[config.mk]
export PLATFORM = sky130hd
export DESIGN_NAME = s2mm_ring_scheduler_flat
export DESIGN_NICKNAME = d
export VERILOG_FILES = /design/src/rtl/s2mm_ring_scheduler_if.sv /design/src/rtl/s2mm_ring_scheduler.sv /design/src/flat_wrapper.sv
export SDC_FILE = /design/constraint.sdc
export NUM_CORES = 1
export LEC_CHECK = 0
export CORE_MARGIN = 8
export CORE_UTILIZATION = 55
export CTS_BUF_LIST = sky130_fd_sc_hd__clkbuf_4 sky130_fd_sc_hd__clkbuf_8 sky130_fd_sc_hd__clkbuf_16
export DETAILED_ROUTE_END_ITERATION = 8
export PLACE_DENSITY = 0.82
export SLEW_MARGIN = 15
export SYNTH_ARGS = -nofsm -noshare
export SYNTH_HDL_FRONTEND = slang
export SYNTH_SLANG_ARGS = --single-unit
[constraint.sdc]
create_clock -name i_clk -period 4.8 [get_ports i_clk]
set_input_delay 0.96 -clock i_clk [delete_from_list [all_inputs] [get_ports i_clk]]
set_output_delay 0.96 -clock i_clk [all_outputs]
set_load 0.01 [all_outputs]
[src/rtl/s2mm_ring_scheduler_if.sv]
// -----------------------------------------------------------------------------
// s2mm_ring_scheduler_if
// Purpose : Groups the DataMover S2MM command channel and status/halt signals
//           that connect the ring scheduler to the DataMover.
// Signals :
//   axis_cmd_tdata     [71:0] DataMover command word (scheduler -> DataMover)
//   axis_cmd_tvalid           command valid          (scheduler -> DataMover)
//   axis_cmd_tready           command accepted       (DataMover -> scheduler)
//   s2mm_wr_xfer_cmplt        one-cycle pulse per completed command
//   s2mm_err                  DataMover error
//   s2mm_halt                 halt request           (scheduler -> DataMover)
//   s2mm_halt_cmplt           halt acknowledged      (DataMover -> scheduler)
// Modports: master = scheduler side, slave = DataMover side.
// -----------------------------------------------------------------------------
interface s2mm_ring_scheduler_if;
    logic [71:0] axis_cmd_tdata;
    logic        axis_cmd_tvalid;
    logic        axis_cmd_tready;
    logic        s2mm_wr_xfer_cmplt;
    logic        s2mm_err;
    logic        s2mm_halt;
    logic        s2mm_halt_cmplt;

    modport master (
        output axis_cmd_tdata,
        output axis_cmd_tvalid,
        output s2mm_halt,
        input  axis_cmd_tready,
        input  s2mm_wr_xfer_cmplt,
        input  s2mm_err,
        input  s2mm_halt_cmplt
    );

    modport slave (
        input  axis_cmd_tdata,
        input  axis_cmd_tvalid,
        input  s2mm_halt,
        output axis_cmd_tready,
        output s2mm_wr_xfer_cmplt,
        output s2mm_err,
        output s2mm_halt_cmplt
    );
endinterface

[src/rtl/s2mm_ring_scheduler.sv]
// -----------------------------------------------------------------------------
// s2mm_ring_scheduler
// Purpose : Issues fixed-size S2MM write commands walking a circular DDR buffer,
//           limits commands in flight, converts completions into a host-visible
//           write pointer and handles DataMover halt/error recovery.
// Ports   :
//   i_clk            AXI clock
//   i_rst            synchronous active-high reset
//   i_enable         acquisition run request (synchronised)
//   i_ddr_ready      DDR calibration complete (synchronised)
//   i_serdes_ready   ADC deserialiser locked (synchronised)
//   dm               DataMover command/status interface (master modport)
//   o_wr_ptr         completed byte offset within the ring
//   o_chunk_count    completed chunks since leaving IDLE
//   o_outstanding    commands accepted but not yet completed
//   o_busy           scheduler not in IDLE
//   o_error          sticky DataMover error flag
// -----------------------------------------------------------------------------
module s2mm_ring_scheduler #(
    parameter logic [31:0] BASE_ADDR       = 32'h0000_0000,
    parameter logic [31:0] BUF_BYTES       = 32'h0800_0000,
    parameter int unsigned CHUNK_BYTES     = 4096,
    parameter int unsigned MAX_OUTSTANDING = 4
) (
    input  logic                  i_clk,
    input  logic                  i_rst,
    input  logic                  i_enable,
    input  logic                  i_ddr_ready,
    input  logic                  i_serdes_ready,
    s2mm_ring_scheduler_if.master dm,
    output logic [31:0]           o_wr_ptr,
    output logic [31:0]           o_chunk_count,
    output logic [3:0]            o_outstanding,
    output logic                  o_busy,
    output logic                  o_error
);

    localparam logic [31:0] CHUNK_C    = 32'(CHUNK_BYTES);
    localparam logic [22:0] BTT_C      = 23'(CHUNK_BYTES);
    localparam logic [31:0] END_ADDR_C = BASE_ADDR + BUF_BYTES;
    localparam logic [3:0]  MAX_OUT_C  = 4'(MAX_OUTSTANDING);

    typedef enum logic [2:0] {
        ST_IDLE  = 3'd0,
        ST_RUN   = 3'd1,
        ST_DRAIN = 3'd2,
        ST_HALT  = 3'd3,
        ST_ERROR = 3'd4
    } state_t;

    state_t      r_state;
    logic [71:0] r_tdata;
    logic        r_tvalid;
    logic        r_halt;
    logic [31:0] r_addr;
    logic [3:0]  r_tag;
    logic [31:0] r_wr_ptr;
    logic [31:0] r_chunk_count;
    logic [3:0]  r_outstanding;
    logic        r_busy;
    logic        r_error;

    logic        w_hs;
    logic        w_go;
    logic        w_active;
    logic        w_cmplt;
    logic [31:0] w_addr_inc;
    logic [31:0] w_addr_next;
    logic [31:0] w_wr_inc;
    logic [31:0] w_wr_next;

    // Command word: BTT, INCR, DSA=0, EOF, DRR=0, start address, tag, reserved.
    function automatic logic [71:0] build_cmd(input logic [31:0] addr, input logic [3:0] tag);
        build_cmd = {4'h0, tag, addr, 1'b0, 1'b1, 6'h00, 1'b1, BTT_C};
    endfunction

    assign w_hs     = r_tvalid & dm.axis_cmd_tready;
    assign w_go     = i_enable & i_ddr_ready & i_serdes_ready;
    // Completions only matter while commands can be in flight; ERROR discards them.
    assign w_active = (r_state == ST_RUN) || (r_state == ST_DRAIN) || (r_state == ST_HALT);
    // A completion with nothing in flight is spurious unless a command is accepted alongside it.
    assign w_cmplt  = dm.s2mm_wr_xfer_cmplt & w_active & ((r_outstanding != 4'd0) | w_hs);

    assign w_addr_inc  = r_addr + CHUNK_C;
    assign w_addr_next = (w_addr_inc == END_ADDR_C) ? BASE_ADDR : w_addr_inc;
    assign w_wr_inc    = r_wr_ptr + CHUNK_C;
    assign w_wr_next   = (w_wr_inc == BUF_BYTES) ? 32'd0 : w_wr_inc;

    // Scheduler FSM with ring bookkeeping; state-specific assignments below the
    // common bookkeeping override it (IDLE/ERROR hold their counters cleared).
    always_ff @(posedge i_clk) begin
        if (i_rst) begin
            r_state       <= ST_IDLE;
            r_tdata       <= 72'd0;
            r_tvalid      <= 1'b0;
            r_halt        <= 1'b0;
            r_addr        <= BASE_ADDR;
            r_tag         <= 4'd0;
            r_wr_ptr      <= 32'd0;
            r_chunk_count <= 32'd0;
            r_outstanding <= 4'd0;
            r_busy        <= 1'b0;
            r_error       <= 1'b0;
        end else begin
            if (w_hs) begin
                r_addr <= w_addr_next;
                r_tag  <= r_tag + 4'd1;
            end
            if (w_cmplt) begin
                r_wr_ptr      <= w_wr_next;
                r_chunk_count <= r_chunk_count + 32'd1;
            end
            case ({w_hs, w_cmplt})
                2'b10:   r_outstanding <= r_outstanding + 4'd1;
                2'b01:   r_outstanding <= r_outstanding - 4'd1;
                default: r_outstanding <= r_outstanding;
            endcase

            case (r_state)
                ST_IDLE: begin
                    r_tvalid      <= 1'b0;
                    r_halt        <= 1'b0;
                    r_addr        <= BASE_ADDR;
                    r_tag         <= 4'd0;
                    r_wr_ptr      <= 32'd0;
                    r_chunk_count <= 32'd0;
                    r_outstanding <= 4'd0;
                    if (w_go) begin
                        r_state <= ST_RUN;
                        r_busy  <= 1'b1;
                    end
                end
                ST_RUN: begin
                    if (dm.s2mm_err) begin
                        // Error wins over a simultaneous run-request drop.
                        r_state  <= ST_HALT;
                        r_tvalid <= 1'b0;
                        r_halt   <= 1'b1;
                        r_error  <= 1'b1;
                    end else begin
                        // Drop valid for one cycle after each accept; pending counts toward the limit.
                        if (w_hs) begin
                            r_tvalid <= 1'b0;
                        end else if (w_go && !r_tvalid && (r_outstanding < MAX_OUT_C)) begin
                            r_tvalid <= 1'b1;
                            r_tdata  <= build_cmd(r_addr, r_tag);
                        end
                        if (!w_go) begin
                            r_state <= ST_DRAIN;
                        end
                    end
                end
                ST_DRAIN: begin
                    if (dm.s2mm_err) begin
                        r_state  <= ST_HALT;
                        r_tvalid <= 1'b0;
                        r_halt   <= 1'b1;
                        r_error  <= 1'b1;
                    end else begin
                        if (w_hs) begin
                            r_tvalid <= 1'b0;
                        end
                        if ((r_outstanding == 4'd0) && !r_tvalid) begin
                            r_state       <= ST_IDLE;
                            r_busy        <= 1'b0;
                            r_addr        <= BASE_ADDR;
                            r_tag         <= 4'd0;
                            r_wr_ptr      <= 32'd0;
                            r_chunk_count <= 32'd0;
                        end
                    end
                end
                ST_HALT: begin
                    r_tvalid <= 1'b0;
                    if (dm.s2mm_halt_cmplt) begin
                        r_state       <= ST_ERROR;
                        r_halt        <= 1'b0;
                        r_outstanding <= 4'd0;
                    end
                end
                ST_ERROR: begin
                    r_tvalid      <= 1'b0;
                    r_halt        <= 1'b0;
                    r_outstanding <= 4'd0;
                    if (!i_enable) begin
                        r_state       <= ST_IDLE;
                        r_busy        <= 1'b0;
                        r_error       <= 1'b0;
                        r_addr        <= BASE_ADDR;
                        r_tag         <= 4'd0;
                        r_wr_ptr      <= 32'd0;
                        r_chunk_count <= 32'd0;
                    end
                end
                default: begin
                    r_state       <= ST_IDLE;
                    r_tvalid      <= 1'b0;
                    r_halt        <= 1'b0;
                    r_busy        <= 1'b0;
                    r_outstanding <= 4'd0;
                end
            endcase
        end
    end

    assign dm.axis_cmd_tdata  = r_tdata;
    assign dm.axis_cmd_tvalid = r_tvalid;
    assign dm.s2mm_halt       = r_halt;
    assign o_wr_ptr           = r_wr_ptr;
    assign o_chunk_count      = r_chunk_count;
    assign o_outstanding      = r_outstanding;
    assign o_busy             = r_busy;
    assign o_error            = r_error;

endmodule

[src/flat_wrapper.sv]
// flat-port wrapper written by rule: the top's interface ports become plain ports
module s2mm_ring_scheduler_flat 
#(
    parameter logic [31:0] BASE_ADDR       = 32'h0000_0000,
    parameter logic [31:0] BUF_BYTES       = 32'h0800_0000,
    parameter int unsigned CHUNK_BYTES     = 4096,
    parameter int unsigned MAX_OUTSTANDING = 4
)
  (i_clk, i_rst, i_enable, i_ddr_ready, i_serdes_ready, o_wr_ptr, o_chunk_count, o_outstanding, o_busy, o_error, dm_axis_cmd_tdata, dm_axis_cmd_tvalid, dm_s2mm_halt, dm_axis_cmd_tready, dm_s2mm_wr_xfer_cmplt, dm_s2mm_err, dm_s2mm_halt_cmplt);
  s2mm_ring_scheduler_if dm_i ();
  input  logic i_clk;
  input  logic i_rst;
  input  logic i_enable;
  input  logic i_ddr_ready;
  input  logic i_serdes_ready;
  output logic [31:0] o_wr_ptr;
  output logic [31:0] o_chunk_count;
  output logic [3:0] o_outstanding;
  output logic o_busy;
  output logic o_error;
  output wire logic [$bits(dm_i.axis_cmd_tdata)-1:0] dm_axis_cmd_tdata;
  output wire logic [$bits(dm_i.axis_cmd_tvalid)-1:0] dm_axis_cmd_tvalid;
  output wire logic [$bits(dm_i.s2mm_halt)-1:0] dm_s2mm_halt;
  input wire logic [$bits(dm_i.axis_cmd_tready)-1:0] dm_axis_cmd_tready;
  input wire logic [$bits(dm_i.s2mm_wr_xfer_cmplt)-1:0] dm_s2mm_wr_xfer_cmplt;
  input wire logic [$bits(dm_i.s2mm_err)-1:0] dm_s2mm_err;
  input wire logic [$bits(dm_i.s2mm_halt_cmplt)-1:0] dm_s2mm_halt_cmplt;
  assign dm_axis_cmd_tdata = dm_i.axis_cmd_tdata;
  assign dm_axis_cmd_tvalid = dm_i.axis_cmd_tvalid;
  assign dm_s2mm_halt = dm_i.s2mm_halt;
  assign dm_i.axis_cmd_tready = dm_axis_cmd_tready;
  assign dm_i.s2mm_wr_xfer_cmplt = dm_s2mm_wr_xfer_cmplt;
  assign dm_i.s2mm_err = dm_s2mm_err;
  assign dm_i.s2mm_halt_cmplt = dm_s2mm_halt_cmplt;
  s2mm_ring_scheduler #(.BASE_ADDR(BASE_ADDR), .BUF_BYTES(BUF_BYTES), .CHUNK_BYTES(CHUNK_BYTES), .MAX_OUTSTANDING(MAX_OUTSTANDING)) u_core (.i_clk(i_clk), .i_rst(i_rst), .i_enable(i_enable), .i_ddr_ready(i_ddr_ready), .i_serdes_ready(i_serdes_ready), .dm(dm_i), .o_wr_ptr(o_wr_ptr), .o_chunk_count(o_chunk_count), .o_outstanding(o_outstanding), .o_busy(o_busy), .o_error(o_error));
endmodule
# Word-level counts from Yosys, hierarchy flattened
# Cells that the tools add are included.
[totals]
output_inout_bits = 144
register_bits = 150
input_bits = 9
elab_cells = 111
[classes]
n_eq_ne = 18
muxes = 48
order_cmp = 1
bitwise_logic = 9
n_reduce_logical = 18
addsub = 6
[op_table]
columns = ["operator", "n"]
rows = [
  ["32-bit 2-to-1 mux", 14],
  ["32-bit one-hot mux with 3 select lines", 3],
  ["32-bit by 13-bit adder with 32-bit output, second input constant", 2],
  ["32-bit by 28-bit == test with 1-bit output, second input constant", 2],
  ["32-bit by 1-bit adder with 32-bit output, second input constant", 1],
  ["3-bit 2-to-1 mux", 7],
  ["4-bit 2-to-1 mux", 5],
  ["4-bit one-hot mux with 2 select lines", 2],
  ["3-bit one-hot mux with 5 select lines", 1],
  ["4-bit one-hot mux with 3 select lines", 1],
  ["1-bit 2-to-1 mux", 11],
  ["5-bit AND reduction", 2],
  ["4-bit by 1-bit adder with 4-bit output, second input constant", 2],
  ["2-bit inequality test, second input constant", 4],
  ["3-bit by 2-bit == test with 1-bit output, second input constant", 2],
  ["3-bit inequality test, second input constant", 2],
  ["1-bit one-hot mux with 2 select lines", 3],
  ["1-bit AND", 5],
  ["4-bit logical NOT", 1],
  ["4-bit by 3-bit < comparator with 1-bit output, second input constant", 1],
  ["2-bit by 1-bit inequality test with 1-bit output, second input constant", 2],
  ["4-bit by 3-bit inequality test with 1-bit output, second input constant", 1],
  ["1-bit one-hot mux with 4 select lines", 1],
  ["2-bit AND reduction", 2],
  ["other kinds (17)", 23],
]

# Logic depth before layout (Yosys ltp)
[depth]
word_depth = 9
depth_mapped = 13
mapped_depth_nobuf = 11

# Least setup slack after synthesis
# Ideal clock, no wire load.
[synth_path]
path_kind = "input port to flip-flop"
from = "in dm_axis_cmd_tready"
to = "reg u_core.r_outstanding[2], in the netlist u_core.o_outstanding[2]"
arrival_time_ns = 3.062
required_time_ns = 4.730
path_slack_ns = 1.667
path_buffers = 2
setup_ns = 0.070
path_stages = 13
path_cell_list = "and2_1 inv_2 buf_6 a211o_1 clkinv_1 ha_1 clkbuf_1 xor2_1 ha_1 a21oi_1 xor2_1 or3_1 a21oi_1"
[synth_via]
elab_chain_len = 7
word_cells_on_any_way = 8
cone_classes = "2 x eq/ne; 3 x mux; 3 x bitwise"
[synth_lines]
columns = ["item", "line_no", "rtl"]
rows = [
  ["from (decl)", "flat_wrapper.sv:24", "input wire logic [$bits(dm_i.axis_cmd_tready)-1:0] dm_axis_cmd_tready;"],
  ["1-bit AND *", "s2mm_ring_scheduler.sv:77", "assign w_hs = r_tvalid & dm.axis_cmd_tready;"],
  ["1-bit OR", "s2mm_ring_scheduler.sv:82", "assign w_cmplt = dm.s2mm_wr_xfer_cmplt & w_active & ((r_outstanding != 4'd0) | w_hs);"],
  ["1-bit AND", "s2mm_ring_scheduler.sv:82", ""],
  ["2-bit by 1-bit == test with 1-bit output / 2-bit == test (equally long branches)", "s2mm_ring_scheduler.sv:113", "case ({w_hs, w_cmplt})"],
  ["4-bit one-hot mux with 2 select lines *", "s2mm_ring_scheduler.sv:113", ""],
  ["4-bit 2-to-1 mux", "s2mm_ring_scheduler.sv:175", "if (dm.s2mm_halt_cmplt) begin"],
  ["4-bit one-hot mux with 2 select lines *", "s2mm_ring_scheduler.sv:119", "case (r_state)"],
  ["to (signal assigned)", "s2mm_ring_scheduler.sv:114", "2'b10: r_outstanding <= r_outstanding + 4'd1;"],
  ["to (signal assigned)", "s2mm_ring_scheduler.sv:115", "2'b01: r_outstanding <= r_outstanding - 4'd1;"],
  ["to (signal assigned)", "s2mm_ring_scheduler.sv:116", "default: r_outstanding <= r_outstanding;"],
  ["to (decl)", "s2mm_ring_scheduler.sv:59", "logic [3:0] r_outstanding;"],
]
# Every way passes the cells marked *; elsewhere a longest branch is shown, timed or not.
# A chain may end at the register's enable or synchronous reset.

# Final worst setup path
# Same ends and word-level chain as after synthesis.

==> qor.csv <==
stage,metric,value,unit
placed_design,Post-Place Cells,1079,
synth,Syn Std Cell Area,6918,um^2
timing,Tightest Pin Transition,706.7,ps
routing,Routed Antenna Nets,0,
floorplan,IO Pins,153,
timing,Final Cycle Share,77.17,%
setup_path,Critical Path RT,5140,ps
flow_run,max-cap violation count,0,
cts,CTS Buf Count,17,
synth,Yosys cell types,61,
cells_and_area,fillers,1010,
setup_path,CP startpoint kind,primary input,
timing,Slew headroom,52.89,%
routing,DR vias,5877,
routing,TritonRoute pass-1 iters,5,
cts,CTS tree,built,
cells_and_area,final std cells w/o fill,1110,
global_route,initial antenna violation count,0,
placed_design,RePlAce Congestion,0.8985,
floorplan,row cnt,41,
timing,Final Max Slew Viols,0,
hold_path,HP Class,reg -> reg,
placed_design,DP HPWL,11270,um
floorplan,DIE WIDTH,128.2,um
cells_and_area,"leading cell type in the layout, fill and taps excluded",dfxtp_1,
floorplan,Core ar.,12470,um^2
setup_path,critical path endpoint category,flop,
routing,DRT Wirelength,16010,um
cells_and_area,layout cells sized above 1,5.650,%
global_route,vias in the first global route,5399,
setup_path,Setup CP Type,in -> reg,
setup_path,"critical path, cell by cell",clkdlybuf4s50_1 > and2_1 > inv_2 > a211o_1 > clkinv_1 > ha_1 > xor2_1 > ha_1 > a21oi_1 > xor2_1 > or3_1 > a21oi_1,
global_route,largest net degree at the start of global routing,45,
synth,Mapped Cells,830,
setup_path,Slowest cell on crit path,a211o_1,
routing,Via density,5.295,
timing,Fmax,270.0,MHz
setup_path,CP arrival,4050,ps
synth,Synth Area per Inst,8.335,um^2
routing,Initial DRC Count,434,
power,Max VDD drop,0.2649,mV
timing,clock skew,5.384,ps
cts,CTS H-tree lvls,4,
status,status,completed,
cts,Max clock buf depth,2,
cts,clock-pin slew on the worst setup and hold paths,60,ps
routing,drt wl/cell,14.42,um
synth,Ys Warns,0,
global_route,Tot GR Track Use,19.46,%
routing,residual DRC count,0,
timing,Fin. Hold Viols,0,
synth,asr flop ratio synth,0,%
cts,clk root buf,clkbuf_16,
floorplan,chip height,128.2,um
cts,cts hold-fix bufs,0,
global_route,first-pass GRT wire length,25960,um
setup_path,Crit Path Max Fanout,14,
power,Pwr Density,351.0,nW/um^2
synth,register bit total from synthesis,148,
floorplan,Die Area,16420,um^2
cells_and_area,Final Instance Area,8713,um^2
cts,Post-CTS Setup Inserts,0,
synth,"EDFF count, synth",0,
cells_and_area,most frequent cells in the layout,"148 x dfxtp_1, 120 x nand2_1, 119 x clkdlybuf4s50_1",
cells_and_area,Syn-to-layout area delta,25.95,%
placed_design,area post-placement,8046,um^2
timing,# setup viols final,0,
timing,final worst path period need,3704,ps
cts,clk_lat worst skew,410,ps
synth,sequential area share after synthesis,42.83,%
floorplan,Starting Density,55.50,%
synth,top_reg_cell synth,dfxtp_1,
cts,clk sink count,148,
placed_design,PortBufs,119,
global_route,total grt overflow,0,
timing,RSZ-0062 raised after global routing,false,
setup_path,CP max stage delay,460,ps
power,Design Power,0.003058,W
timing,TNS Setup,0,ps
cells_and_area,diodes inserted,0,
cells_and_area,Finished Core Util,69.90,%
cells_and_area,fin nets,942,
power,leakage power,2.888,nW
cts,post-CTS sizing,0,
-- through the flow --
stage	worst slack, ps	hold slack (ps)
after floorplan	1667	435.3
after global placement	824.3	441.6
after detailed placement	677.5	445.4
after CTS	1125	453.7
after global routing	873.4	468.3
final	1096	449.1
-- critical path: cells and delay by family --
kind	cells	cell delay, ps
adders and majority gates	2	560
xor gates and xnor gates	2	260
buffers and inverters	3	1020
and+or+nand+nor	2	490
AOI/OAI and AO/OA	3	740
-- metal layers --
metal | track usage (%) | vias up | wire length [um]
li1 | - | 2943 | -
met1 | 23.60 | 2736 | 7174
met2 | 31.36 | 173 | 7553
met3 | 4.576 | 25 | 906
met4 | 10.35 | 0 | 372
met5 | 0 | - | 0
-- flip-flops by register name, summed over array words and instances, names as in the netlist --
register and cells:
u_core.o_wr_ptr 32, u_core.r_tag 4, u_core.dm.axis_cmd_tdata 37, u_core.r_state 3, u_core.o_outstanding 4, u_core.r_addr 32, u_core.o_busy 1, u_core.o_chunk_count 32
u_core.dm.s2mm_halt 1, u_core.dm.axis_cmd_tvalid 1, u_core.o_error 1
-- kinds of logic after synthesis --
logic type,Yosys count,share of synthesized area [%]
XOR/XNOR,79,10.00
multiplexers,6,0.8863
adder cells (fa/ha/maj),8,1.411
AO/OA/AOI/OAI,104,9.821
buffers and inverters,91,7.234
flip-flops,148,42.83
AND/OR/NAND/NOR,393,27.76
other,1,0.05421
-- power breakdown --
| part | internal (W) | leakage (nW) | switching [W] |
|---|---|---|---|
| clock | 0.000986 | 0.328 | 0.000481 |
| combinational | 0.000104 | 1.37 | 0.000198 |
| sequential | 0.00125 | 1.19 | 0.0000409 |
| total | 0.00234 | 2.89 | 0.000720 |
-- cell type report --
cell class | instances | area (um^2) | share of cell area [%]
Multi-Input combinational cell | 623 | 3591 | 41.21
Clock buffer | 22 | 494.2 | 5.672
Sequential cell | 148 | 2963 | 34.00
Tap cell | 172 | 215.2 | 2.470
Clock inverter | 9 | 172.7 | 1.982
Inverter | 11 | 41.29 | 0.4739
Timing Repair Buffer | 125 | 1236 | 14.19
-- Yosys cell counts, types with 4 or more instances --
master | count | area [um^2]
buf_2 | 15 | 75.07
nor4_1 | 12 | 75.07
inv_1 | 9 | 33.78
nand2_1 | 120 | 450.4
a21oi_1 | 54 | 270.3
xnor2_1 | 39 | 341.6
nor3_1 | 21 | 105.1
nand2b_1 | 4 | 25.02
and2_1 | 27 | 168.9
or3_1 | 16 | 100.1
nand4_1 | 14 | 87.58
and4_1 | 11 | 96.34
nand3_1 | 38 | 190.2
clkbuf_1 | 26 | 97.59
a211oi_1 | 4 | 30.03
o21ai_0 | 14 | 70.07
xor2_1 | 40 | 350.3
dfxtp_1 | 148 | 2963
or4_1 | 5 | 37.54
nor2_1 | 99 | 371.6
and3_1 | 10 | 62.56
mux2i_1 | 5 | 50.05
ha_1 | 7 | 87.58
buf_4 | 35 | 262.8
-- path summary, 6_finish.rpt --
path                                     start                      endpoint  slack [ps]  cells after the start
setup / recovery            dm_axis_cmd_tready       u_core.o_outstanding[2]        1100                     12
hold / removal    u_core.dm.axis_cmd_tdata[56]  u_core.dm.axis_cmd_tdata[56]         450                      2
setup reg to reg       u_core.o_outstanding[0]       u_core.o_outstanding[2]        1380                     10
hold reg to reg   u_core.dm.axis_cmd_tdata[56]  u_core.dm.axis_cmd_tdata[56]         450                      2
Power figures use the tool's default switching activity.
